## src/rtl/point_delta_gen.sv

```systemverilog
// Point-to-point absolute delta generator: turns a stream of (x,y) path points into clipped
// per-axis deltas (a,b) behind a single-entry output register, with a sticky clip counter.
module point_delta_gen #(
  parameter int COORD_W  = 8,
  parameter int DELTA_W  = 4,
  parameter int SATCNT_W = 8
) (
  input  logic                clk,
  input  logic                rst,
  input  logic                in_valid,
  output logic                in_ready,
  input  logic [COORD_W-1:0]  in_x,
  input  logic [COORD_W-1:0]  in_y,
  input  logic                in_first,
  output logic                out_valid,
  input  logic                out_ready,
  output logic [DELTA_W-1:0]  a,
  output logic [DELTA_W-1:0]  b,
  output logic                out_sat,
  output logic [SATCNT_W-1:0] sat_count,
  input  logic                sat_clr
);

  localparam logic [COORD_W-1:0]  CLIP_C   = COORD_W'((1 << DELTA_W) - 1);
  localparam logic [DELTA_W-1:0]  CLIP_D   = {DELTA_W{1'b1}};
  localparam logic [SATCNT_W-1:0] SAT_MAX  = {SATCNT_W{1'b1}};

  typedef enum logic {EMPTY, HOLD} state_t;

  state_t              state_q, state_d;
  logic [COORD_W-1:0]  x_prev_q, x_prev_d;
  logic [COORD_W-1:0]  y_prev_q, y_prev_d;
  logic                out_valid_q, out_valid_d;
  logic [DELTA_W-1:0]  a_q, a_d;
  logic [DELTA_W-1:0]  b_q, b_d;
  logic                out_sat_q, out_sat_d;
  logic [SATCNT_W-1:0] sat_count_q, sat_count_d;

  logic                accept;
  logic                produce;
  logic [COORD_W-1:0]  dx, dy;
  logic                clip_x, clip_y;

  assign in_ready = !out_valid_q || out_ready;
  assign accept   = in_valid && in_ready;
  assign produce  = accept && (state_q == HOLD) && !in_first;

  // Subtract the smaller from the larger so the magnitude never wraps.
  assign dx     = (in_x >= x_prev_q) ? (in_x - x_prev_q) : (x_prev_q - in_x);
  assign dy     = (in_y >= y_prev_q) ? (in_y - y_prev_q) : (y_prev_q - in_y);
  assign clip_x = (dx > CLIP_C);
  assign clip_y = (dy > CLIP_C);

  always_comb begin
    state_d     = state_q;
    x_prev_d    = x_prev_q;
    y_prev_d    = y_prev_q;
    out_valid_d = out_valid_q;
    a_d         = a_q;
    b_d         = b_q;
    out_sat_d   = out_sat_q;
    sat_count_d = sat_count_q;

    if (accept) begin
      x_prev_d = in_x;
      y_prev_d = in_y;
      state_d  = HOLD;
    end

    if (produce) begin
      a_d         = clip_x ? CLIP_D : dx[DELTA_W-1:0];
      b_d         = clip_y ? CLIP_D : dy[DELTA_W-1:0];
      out_sat_d   = clip_x || clip_y;
      out_valid_d = 1'b1;
    end else if (out_valid_q && out_ready) begin
      out_valid_d = 1'b0;
    end

    // Clear has priority over a coincident clipped pair.
    if (sat_clr) begin
      sat_count_d = '0;
    end else if (produce && (clip_x || clip_y) && (sat_count_q != SAT_MAX)) begin
      sat_count_d = sat_count_q + 1'b1;
    end
  end

  always_ff @(posedge clk) begin
    if (!rst) begin
      state_q     <= EMPTY;
      x_prev_q    <= '0;
      y_prev_q    <= '0;
      out_valid_q <= 1'b0;
      a_q         <= '0;
      b_q         <= '0;
      out_sat_q   <= 1'b0;
      sat_count_q <= '0;
    end else begin
      state_q     <= state_d;
      x_prev_q    <= x_prev_d;
      y_prev_q    <= y_prev_d;
      out_valid_q <= out_valid_d;
      a_q         <= a_d;
      b_q         <= b_d;
      out_sat_q   <= out_sat_d;
      sat_count_q <= sat_count_d;
    end
  end

  assign out_valid = out_valid_q;
  assign a         = a_q;
  assign b         = b_q;
  assign out_sat   = out_sat_q;
  assign sat_count = sat_count_q;

endmodule

```

## config.mk

```make
export PLATFORM = sky130hd
export DESIGN_NAME = point_delta_gen
export DESIGN_NICKNAME = d
export VERILOG_FILES = /design/src/rtl/point_delta_gen.sv
export SDC_FILE = /design/constraint.sdc
export NUM_CORES = 1
export LEC_CHECK = 0
export ABC_AREA = 1
export CORE_MARGIN = 2
export CORE_UTILIZATION = 50
export DETAILED_ROUTE_END_ITERATION = 8
export GPL_TIMING_DRIVEN = 1
export PLACE_DENSITY = 0.77
export SLEW_MARGIN = 20
export SYNTH_ARGS = -nofsm -noshare
export SYNTH_HDL_FRONTEND = slang
export SYNTH_SLANG_ARGS = --single-unit
```

## constraint.sdc

```tcl
create_clock -name clk -period 3.2 [get_ports clk]
set_clock_uncertainty 0.15 [all_clocks]
set_input_delay 0.48 -clock clk [delete_from_list [all_inputs] [get_ports clk]]
set_output_delay 0.48 -clock clk [all_outputs]
set_load 0.01 [all_outputs]
```

; ---- Word level (Yosys, flattened, before mapping)
; Index checks and enable logic that the tools add are counted.
[totals]
in_bits = 22
reg_bits = 35
[op_classes]
add_sub_neg = 5
eq_ne = 1
reduce_logical = 12
bitwise = 1
muxes = 6
n_lt_le_gt_ge = 4
[op_table]
columns = cell, n
row1 = 8-bit subtractor, 4
row2 = 8-bit >= comparator, 2
row3 = 8-bit by 4-bit > comparator with 1-bit output (second input constant), 2
row4 = 8-bit two-way mux, 2
row5 = 8-bit by 1-bit adder with 8-bit output (second input constant), 1
row6 = 4-bit two-way mux, 2
row7 = 8-bit inequality test (second input constant), 1
row8 = 1-bit logical AND, 6
row9 = 1-bit zero test, 2
row10 = 1-bit logical OR, 2
row11 = 1-bit two-way mux, 2
row12 = 2-bit nonzero test, 1
row13 = 2-bit OR reduction, 1
row14 = 1-bit NOT, 1

; ---- Longest topological paths before layout
; Gate-level depths: netlist of run 1.
[depth]
ltp_word = 7
depth_mapped = 20

; ---- Least setup slack after synthesis of run 1
; No wires, ideal clock.
[synth_path]
path_type = input-to-reg
startpoint = input in_y[0]
endpoint = register sat_count_q[0] (netlist: sat_count[0])
arrival_time_ns = 2.227
path_buffers = 0
setup_slack_ns = 0.710
path_stages = 18
path_cell_list = inv_1 ha_1 inv_1 fa_1 nand3_2 nand3_1 nand2_2 nand2_2 nor2_4 nand2_1 o21ai_2 nand2_2 nor2_4 nand2_4 nand3_4 nand2_1 nand2_1 nor2_1
[synth_via]
elab_chain_cells = 6
word_cells_on_any_way = 8
[synth_lines]
columns = element, line_no
row1 = from (decl), 13  ; input logic [COORD_W-1:0] in_y,
row2 = 8-bit subtractor / 8-bit >= comparator (equally long branches), 50  ; assign dy = (in_y >= y_prev_q) ? (in_y - y_prev_q) : (y_prev_q - in_y);
row3 = 8-bit two-way mux *, 50
row4 = 8-bit by 4-bit > comparator with 1-bit output *, 52  ; assign clip_y = (dy > CLIP_C);
row5 = 1-bit logical OR *, 82  ; end else if (produce && (clip_x || clip_y) && (sat_count_q != SAT_MAX)) begin
row6 = 1-bit logical AND * (2 in a row), 82
row7 = to (signal assigned), 105  ; sat_count_q <= sat_count_d;
row8 = to (decl), 37  ; logic [SATCNT_W-1:0] sat_count_q, sat_count_d;
; Mark *: on every way between the ends. The rest lies on a longest branch, timed or not.
; A chain may end at the register's enable or synchronous reset.

; ---- Final worst setup path of run 1
[layout_path]
startpoint = input in_x[0]
endpoint = register sat_count_q[0] (netlist: sat_count[0])
[layout_via]
elab_chain_cells = 6
word_cells_on_any_way = 8
[layout_lines]
columns = element, line_no
row1 = from (decl), 12  ; input logic [COORD_W-1:0] in_x,
row2 = 8-bit subtractor / 8-bit >= comparator (equally long branches), 49  ; assign dx = (in_x >= x_prev_q) ? (in_x - x_prev_q) : (x_prev_q - in_x);
row3 = 8-bit two-way mux *, 49
row4 = 8-bit by 4-bit > comparator with 1-bit output *, 51  ; assign clip_x = (dx > CLIP_C);
row5 = 1-bit logical OR *, 82
row6 = 1-bit logical AND * (2 in a row), 82
; Marked as above.

==> results of run 1 <==
==> kinds of logic after synthesis <==
| logic type | synth area share |
|---|---|
| adder cells (fa/ha/maj) | 0.150 |
| multiplexers | 0.00643 |
| AO/OA/AOI/OAI | 0.121 |
| AND/OR/NAND/NOR | 0.324 |
| XOR/XNOR | 0.0394 |
| flip-flops | 0.225 |
| buffers and inverters | 0.133 |
==> cell type report <==
type | count | area [um2] | area share
Multi-Input combinational cell | 339 | 2000 | 0.544
Sequential cell | 35 | 701 | 0.190
Timing Repair Buffer | 43 | 423 | 0.115
Inverter | 92 | 348 | 0.0945
Tap cell | 75 | 93.8 | 0.0255
Clock buffer | 5 | 68.8 | 0.0187
Clock inverter | 3 | 43.8 | 0.0119
==> worst min-delay path, stage by stage, from the launching register on <==
cell,delay (ns)
sky130_fd_sc_hd__dfxtp_1,0.30
sky130_fd_sc_hd__inv_1,0.06
sky130_fd_sc_hd__a21oi_1,0.05
==> sequential cells by signal, summed over array words and instances (netlist names) <==
name / count
b: 4
y_prev_q: 8
a: 4
x_prev_q: 8
state_q: 1
sat_count: 8
out_sat: 1
out_valid: 1
==> stage by stage <==
step	power, W	utilization	hold WS, ns
4_1_cts	0.00140	0.618	0.311
3_3_place_gp	0.000968	0.599	0.295
3_5_place_dp	0.000980	0.599	0.300
2_1_floorplan	0.000859	-	0.283
6_report	0.00139	0.618	0.306
5_1_grt	0.00149	0.618	0.336
==> metal layers <==
layer	GRT usage	up-vias	wire (um)
li1	-	1580	-
met1	0.264	1349	3260
met2	0.371	56	3520
met3	0.0288	6	256
met4	0.0522	0	59
met5	0	-	0
==> Yosys cell counts (all sizes together), types with 2 or more instances <==
cell type  count
a21oi         40
a31oi          2
buf            6
clkbuf         6
dfxtp         35
fa             4
ha            31
inv           91
mux2i          2
nand2        142
nand3         33
nand4         15
nor2          22
nor3           4
o21ai         30
xnor2          3
xor2          11
==> report_power, final <==
group / leakage (nW) / internal [W] / switching, W
Sequential: 0.287 / 0.000458 / 0.0000121
Clock: 0.0581 / 0.000232 / 0.000189
Combinational: 1.49 / 0.000194 / 0.000309
==> worst paths after layout <==
check                                    end        start  cells past startpoint
worst max-delay path            sat_count[0]      in_x[0]                     19
worst min-delay path             y_prev_q[7]  y_prev_q[7]                      2
worst max register to register  sat_count[0]  y_prev_q[0]                     17
worst min register to register   y_prev_q[7]  y_prev_q[7]                      2
==> results_dict.tcl, run 1 <==
set metrics [dict create \
    run_status "completed" \
    port_buffers 40 \
    yosysTopAreaCell "sky130_fd_sc_hd__dfxtp_1" \
    cp-end-kind "flip-flop" \
    max_cap_viol_count 0 \
    post_cts_resized 0 \
    post-route-worst-setup-slack_ns 0.342 \
    drtPass1Iterations 4 \
    max_freq_ghz 0.350 \
    clock_tree.htree_level_count 2 \
    core_area_um2 5960 \
    dr_wl_cell_um 12.0 \
    postSynthAreaPerCell_um2 6.52 \
    maximum_number_of_pins_on_one_net_before_global_route_repair 34 \
    rsz0062_at_grt "false" \
    synth.top_cells.by_area "sky130_fd_sc_hd__dfxtp_1 (22%), sky130_fd_sc_hd__nand2_1 (16%), sky130_fd_sc_hd__ha_1 (12%)" \
    worst_ep_arrival_time_ns 2.91 \
    num_io_pins 41 \
    drcViolationCount 0 \
    critical-path-top-delay-family "simple AND/OR/NAND/NOR gates" \
    timing.critical_path.slowest_cell_delay_ns 0.44 \
    grt_remaining_overflow 0 \
    postLayoutCellArea_um2 3680 \
    cts_root_buf "sky130_fd_sc_hd__clkbuf_8" \
    path_common_cell "sky130_fd_sc_hd__nand2_1" \
    number_of_register_bits_inferred_by_synthesis 35 \
    tns_ns 0 \
    slew_headroom 0.730 \
    critical_path.cell_chain "clkdlybuf4s50_1, inv_1, ha_1, inv_1, fa_1, nand3_1, nand3_2, nand2_1, nand3_4, inv_4, nand2_1, o21ai_2, nand2_2, nor2_4, nand2_4, nand3_4, nand2_1, nand2_1, nor2_1" \
    async_reset_ff_frac 0 \
    critPathKind "primary input to flip-flop" \
    final_antenna_net_count 0 \
    place_hpwl_mm 5.58 \
    area_growth_syn_to_layout_pct 18.2 \
    totalWireLength_mm 7.09 \
    synthesis.instances 478 \
    placed_area_um2 3570 \
    cts_setup_buffers 0 \
    number_of_max_slew_violations_in_the_final_report 0 \
    syn-num-nets 535 \
    postSynth.topFlopCell "sky130_fd_sc_hd__dfxtp_1" \
    insertedDiodeCount 0 \
    number_of_buffers_created_by_cts 5 \
    total_die_area_um2 6880 \
    period_share 0.893 \
    worst_hold_path_type "flip-flop to flip-flop" \
    die_h_um 82.9 \
    worst-path-buf-inv 4 \
    fillerInstances 563 \
    power.ir.vdd_worst_uv 219 \
    final_period_minus_worst_setup_slack_ns 2.86 \
    worst-slew-pin-transition_ns 0.402 \
    placed_cells 584 \
    tritoncts "done" \
    grt_pass1_vias 2833 \
    timing.reg2reg.setup_slack_ns 0.70 \
    synth_top_area_frac 0.225 \
    crit_path_top_delay_cell "sky130_fd_sc_hd__clkdlybuf4s50_1" \
    layoutNonFillerInstCount 592 \
    yosysWarningCount 0 \
    finalSetupViolations 0 \
    grt_antenna_before_repair 0 \
    timing.critical_path.required_ns 3.25 \
    mostFrequentLayoutCell "sky130_fd_sc_hd__nand2_1" \
    cts-hold-fix-buffers 0 \
    fin_nets 573 \
    ys_seq_area_frac 0.225 \
    die-width_um 82.9 \
    netlist_area_um2 3110 \
    gp_congestion 0.878 \
    clock_sink_count 35 \
    cell_pwr_density_nw_per_um2 379 \
    final_cell_mix "sky130_fd_sc_hd__nand2_1 (129), sky130_fd_sc_hd__inv_1 (88), sky130_fd_sc_hd__clkdlybuf4s50_1 (40), sky130_fd_sc_hd__a21oi_1 (38), sky130_fd_sc_hd__dfxtp_1 (35)" \
    leakage_nw 1.84 \
    clock_path_buffers 2 \
    crit_path_start_kind "primary input" \
    viasPerCell 5.05 \
    drt_iter0_markers 115 \
    crit_path_max_fanout 9 \
    fp-row-count 28 \
    final_layout_size_suffix_gt1_frac 0.0832 \
    hold_viol_final 0 \
    detailedPlace.worstSlack_ns 0.0304 \
    synth.distinct_cells 30 \
    grt_pass1_wl_mm 12.1 \
    synth_enable_flop_cells 0 \
    grt_use_total 0.208 \
    initial_utilization 0.523 \
    vias 2991 \
    worstSkewPairLatency_ns 0.30 \
    cts.reportedPaths.clkPinSlew_ns 0.08 \
]
No activity file was read; power rests on OpenSTA's default activity.
==> inputs of run 2 (changes only) <==
--- a/config.mk
+++ b/config.mk
@@ -6,10 +6,9 @@
 export NUM_CORES = 1
 export LEC_CHECK = 0
-export ABC_AREA = 1
 export CORE_MARGIN = 2
 export CORE_UTILIZATION = 50
 export DETAILED_ROUTE_END_ITERATION = 8
 export GPL_TIMING_DRIVEN = 1
-export PLACE_DENSITY = 0.77
+export PLACE_DENSITY = 0.78
 export SLEW_MARGIN = 20
 export SYNTH_ARGS = -nofsm -noshare
==> constraint.sdc (replaced) <==
create_clock -name clk -period 3.2 [get_ports clk]
set_clock_uncertainty 0.15 [all_clocks]
set_input_delay 0.8 -clock clk [delete_from_list [all_inputs] [get_ports clk]]
set_output_delay 0.8 -clock clk [all_outputs]
set_load 0.01 [all_outputs]
==> run 2 against run 1 <==
Against the previous run: power is 4.3% higher; die area down 3.4%; global-route usage rose by 8.2 points; setup slack worse by 0.34 ns; non-clock buffer count rose by 77; largest power group unchanged; area after synthesis shrank 3.5%; largest cell class unchanged; hold slack improved by 0.026 ns; critical endpoint is now sat_count[3]; register-to-register slack got worse by 0.51 ns.
==> results_dict.tcl, run 2 <==
set metrics [dict create \
    run_status "completed" \
    timing.critical_path.slowest_cell_delay_ns 0.37 \
    initial_utilization 0.513 \
    grt_use_total 0.290 \
    finalSetupViolations 0 \
    synthTopCellsByCount "sky130_fd_sc_hd__nand2_1 (49), sky130_fd_sc_hd__inv_1 (41), sky130_fd_sc_hd__dfxtp_1 (35), sky130_fd_sc_hd__ha_1 (31), sky130_fd_sc_hd__a21oi_1 (24)" \
    fin_nets 543 \
    crit_path_top_delay_cell "sky130_fd_sc_hd__a2111oi_4" \
    insertedDiodeCount 0 \
    worst_ep_arrival_time_ns 3.25 \
    place_hpwl_mm 5.88 \
    async_reset_ff_frac 0 \
    worst_hold_path_type "flip-flop to flip-flop" \
    whs_path_depth 2 \
    clock_tree.htree_level_count 2 \
    worst-slew-pin-transition_ns 0.502 \
    r2r_end "sat_count[3]" \
    maximum_number_of_pins_on_one_net_before_global_route_repair 28 \
    placed_cells 538 \
    grt_remaining_overflow 0 \
    clock_path_buffers 2 \
    critPathKind "primary input to flip-flop" \
    r2r_start "y_prev_q[1]" \
    ys_seq_area_frac 0.233 \
    total_die_area_um2 6640 \
    vias 3336 \
    slew_headroom 0.660 \
    postSynthAreaPerCell_um2 7.97 \
    cell_pwr_density_nw_per_um2 313 \
    final_antenna_net_count 0 \
    max_freq_ghz 0.313 \
    max_cap_viol_count 0 \
    endpoint "sat_count[3]" \
    cts_root_buf "sky130_fd_sc_hd__clkbuf_8" \
    synthesis.instances 377 \
    yosysWarningCount 0 \
    drt_iter0_markers 209 \
    clock_sink_count 35 \
    tritoncts "done" \
    leakage_nw 1.91 \
    timing.critical_path.required_ns 3.25 \
    synthMostInstantiatedCell "sky130_fd_sc_hd__nand2_1" \
    synth_enable_flop_cells 0 \
    totalWireLength_mm 9.86 \
    final_cell_mix "sky130_fd_sc_hd__buf_4 (75), sky130_fd_sc_hd__nand2_1 (47), sky130_fd_sc_hd__dfxtp_1 (35), sky130_fd_sc_hd__inv_1 (28), sky130_fd_sc_hd__clkdlybuf4s50_1 (24)" \
    grt_pass1_wl_mm 15.0 \
    netlist_area_um2 3000 \
    postSynth.topFlopCell "sky130_fd_sc_hd__dfxtp_1" \
    timing.reg2reg.setup_slack_ns 0.19 \
    die-width_um 81.5 \
    rr_worst_depth 10 \
    number_of_register_bits_inferred_by_synthesis 35 \
    crit_path_max_fanout 6 \
    finish.utilization 0.792 \
    dr_wl_cell_um 17.5 \
    drcViolationCount 0 \
    crit_path_start_kind "primary input" \
    cp-end-kind "flip-flop" \
    die_h_um 81.5 \
    hold_viol_final 0 \
    period_share 0.999 \
    path_common_cell "sky130_fd_sc_hd__a2111oi_4" \
    number_of_buffers_created_by_cts 5 \
    core_area_um2 5850 \
    grt_pass1_vias 3348 \
    synth_top_area_frac 0.233 \
    final_period_minus_worst_setup_slack_ns 3.20 \
    syn-num-nets 434 \
    layoutNonFillerInstCount 562 \
    grt_antenna_before_repair 0 \
    rsz0062_at_grt "true" \
    synth.top_cells.by_area "sky130_fd_sc_hd__dfxtp_1 (23%), sky130_fd_sc_hd__ha_1 (13%), sky130_fd_sc_hd__nand2_1 (6.1%)" \
    fillerInstances 354 \
    mostFrequentLayoutCell "sky130_fd_sc_hd__buf_4" \
    drtPass1Iterations 5 \
    power.ir.vdd_worst_uv 226 \
    viasPerCell 5.94 \
    number_of_max_slew_violations_in_the_final_report 0 \
    cts-hold-fix-buffers 0 \
    crit_cells 13 \
    synth.distinct_cells 62 \
    area_growth_syn_to_layout_pct 54.3 \
    timing.critical_path.from "in_y[0]" \
    worst-path-buf-inv 4 \
    fp-row-count 28 \
    cts.reportedPaths.clkPinSlew_ns 0.08 \
    gp_congestion 0.913 \
    port_buffers 40 \
    num_io_pins 41 \
    critical_path.cell_chain "buf_8, inv_4, ha_4, inv_2, fa_2, a21o_1, a2111oi_4, o31ai_4, a2111oi_4, a22oi_2, buf_4, o21bai_4, a31o_2" \
    critical-path-top-delay-family "compound AO/OA/AOI/OAI gates" \
    final_layout_size_suffix_gt1_frac 0.372 \
    worstSkewPairLatency_ns 0.30 \
    yosysTopAreaCell "sky130_fd_sc_hd__dfxtp_1" \
]
-- run 2: cell count changes after synthesis, moves of 7 or more --
cell                       change
sky130_fd_sc_hd__a21boi_0     +19
sky130_fd_sc_hd__a21oi_1      -14
sky130_fd_sc_hd__inv_1        -47
sky130_fd_sc_hd__mux2i_1       +7
sky130_fd_sc_hd__nand2_1      -80
sky130_fd_sc_hd__nand2_2      -12
sky130_fd_sc_hd__nand3_1      -21
sky130_fd_sc_hd__nand4_1      -14
sky130_fd_sc_hd__o21ai_0      -11
sky130_fd_sc_hd__xor2_1        -7
-- run 2: routing by layer --
metal / vias up / GRT usage / wire length, um
met4: 0 / 0.119 / 388
li1: 1550 / - / -
met5: - / 0 / 0
met2: 145 / 0.563 / 5140
met3: 43 / 0.0505 / 538
met1: 1598 / 0.305 / 3790
-- run 2: through the flow --
step	TNS, ns	hold slack (ns)	total power, W	instance area, um2	setup slack [ns]
final	0	0.333	0.00145	4640	0.00329
after CTS	-0.0364	0.318	0.00138	4450	-0.0364
after detailed placement	-9.29	0.308	0.000967	3930	-0.666
after global routing	-0.139	0.360	0.00152	4640	-0.0558
after global placement	-7.60	0.301	0.000951	3930	-0.557
after floorplan	-0.0150	0.293	0.000764	3030	-0.0150
-- run 2: area by class of cell --
| class | count | area [um2] | share of cell area |
|---|---|---|---|
| timing repair buffer | 120 | 1010 | 0.219 |
| clock inverter | 3 | 20.0 | 0.00432 |
| sequential | 35 | 701 | 0.151 |
| tap | 75 | 93.8 | 0.0202 |
| inverter | 41 | 156 | 0.0337 |
| multi-input combinational | 283 | 2580 | 0.557 |
| clock buffer | 5 | 68.8 | 0.0148 |
-- run 2: cells by family after synthesis --
| family | after synthesis | share of synthesized area |
|---|---|---|
| compound gates | 116 | 0.287 |
| fa+ha+maj | 35 | 0.156 |
| buf+inv | 60 | 0.0796 |
| xor+xnor | 5 | 0.0146 |
| simple gates | 116 | 0.196 |
| flops | 35 | 0.233 |
| mux | 10 | 0.0337 |
-- run 2: worst min-delay path by stage --
stage                     start           to  slack (ns)
floorplan           x_prev_q[7]  x_prev_q[7]        0.29
global placement    x_prev_q[7]  x_prev_q[7]        0.30
detailed placement  x_prev_q[7]  x_prev_q[7]        0.31
CTS                 x_prev_q[7]  x_prev_q[7]        0.32
global route        y_prev_q[7]  y_prev_q[7]        0.36
finish              y_prev_q[7]  y_prev_q[7]        0.33
-- run 2: tightest hold or removal path: cells and delay by family (launching register included) --
family	cells	cell delay [ns]
flip-flops	1	0.32
AO/OA/AOI/OAI	1	0.07
AND/OR/NAND/NOR	1	0.05
-- run 2: report_power, final --
part | leakage, nW | switching, W | total (W) | internal [W]
clock | 0.0402 | 0.000181 | 0.000332 | 0.000152
combinational | 1.59 | 0.000323 | 0.000649 | 0.000326
sequential | 0.286 | 0.0000187 | 0.000472 | 0.000454
total | 1.91 | 0.000522 | 0.00145 | 0.000931
-- run 2: what timing repair did --
action,4_1_cts,5_1_grt
setup buffers,12,5
cloned,1,0
pin swaps,31,39
endpoints found under the setup margin,17,17
resized for setup,86,40
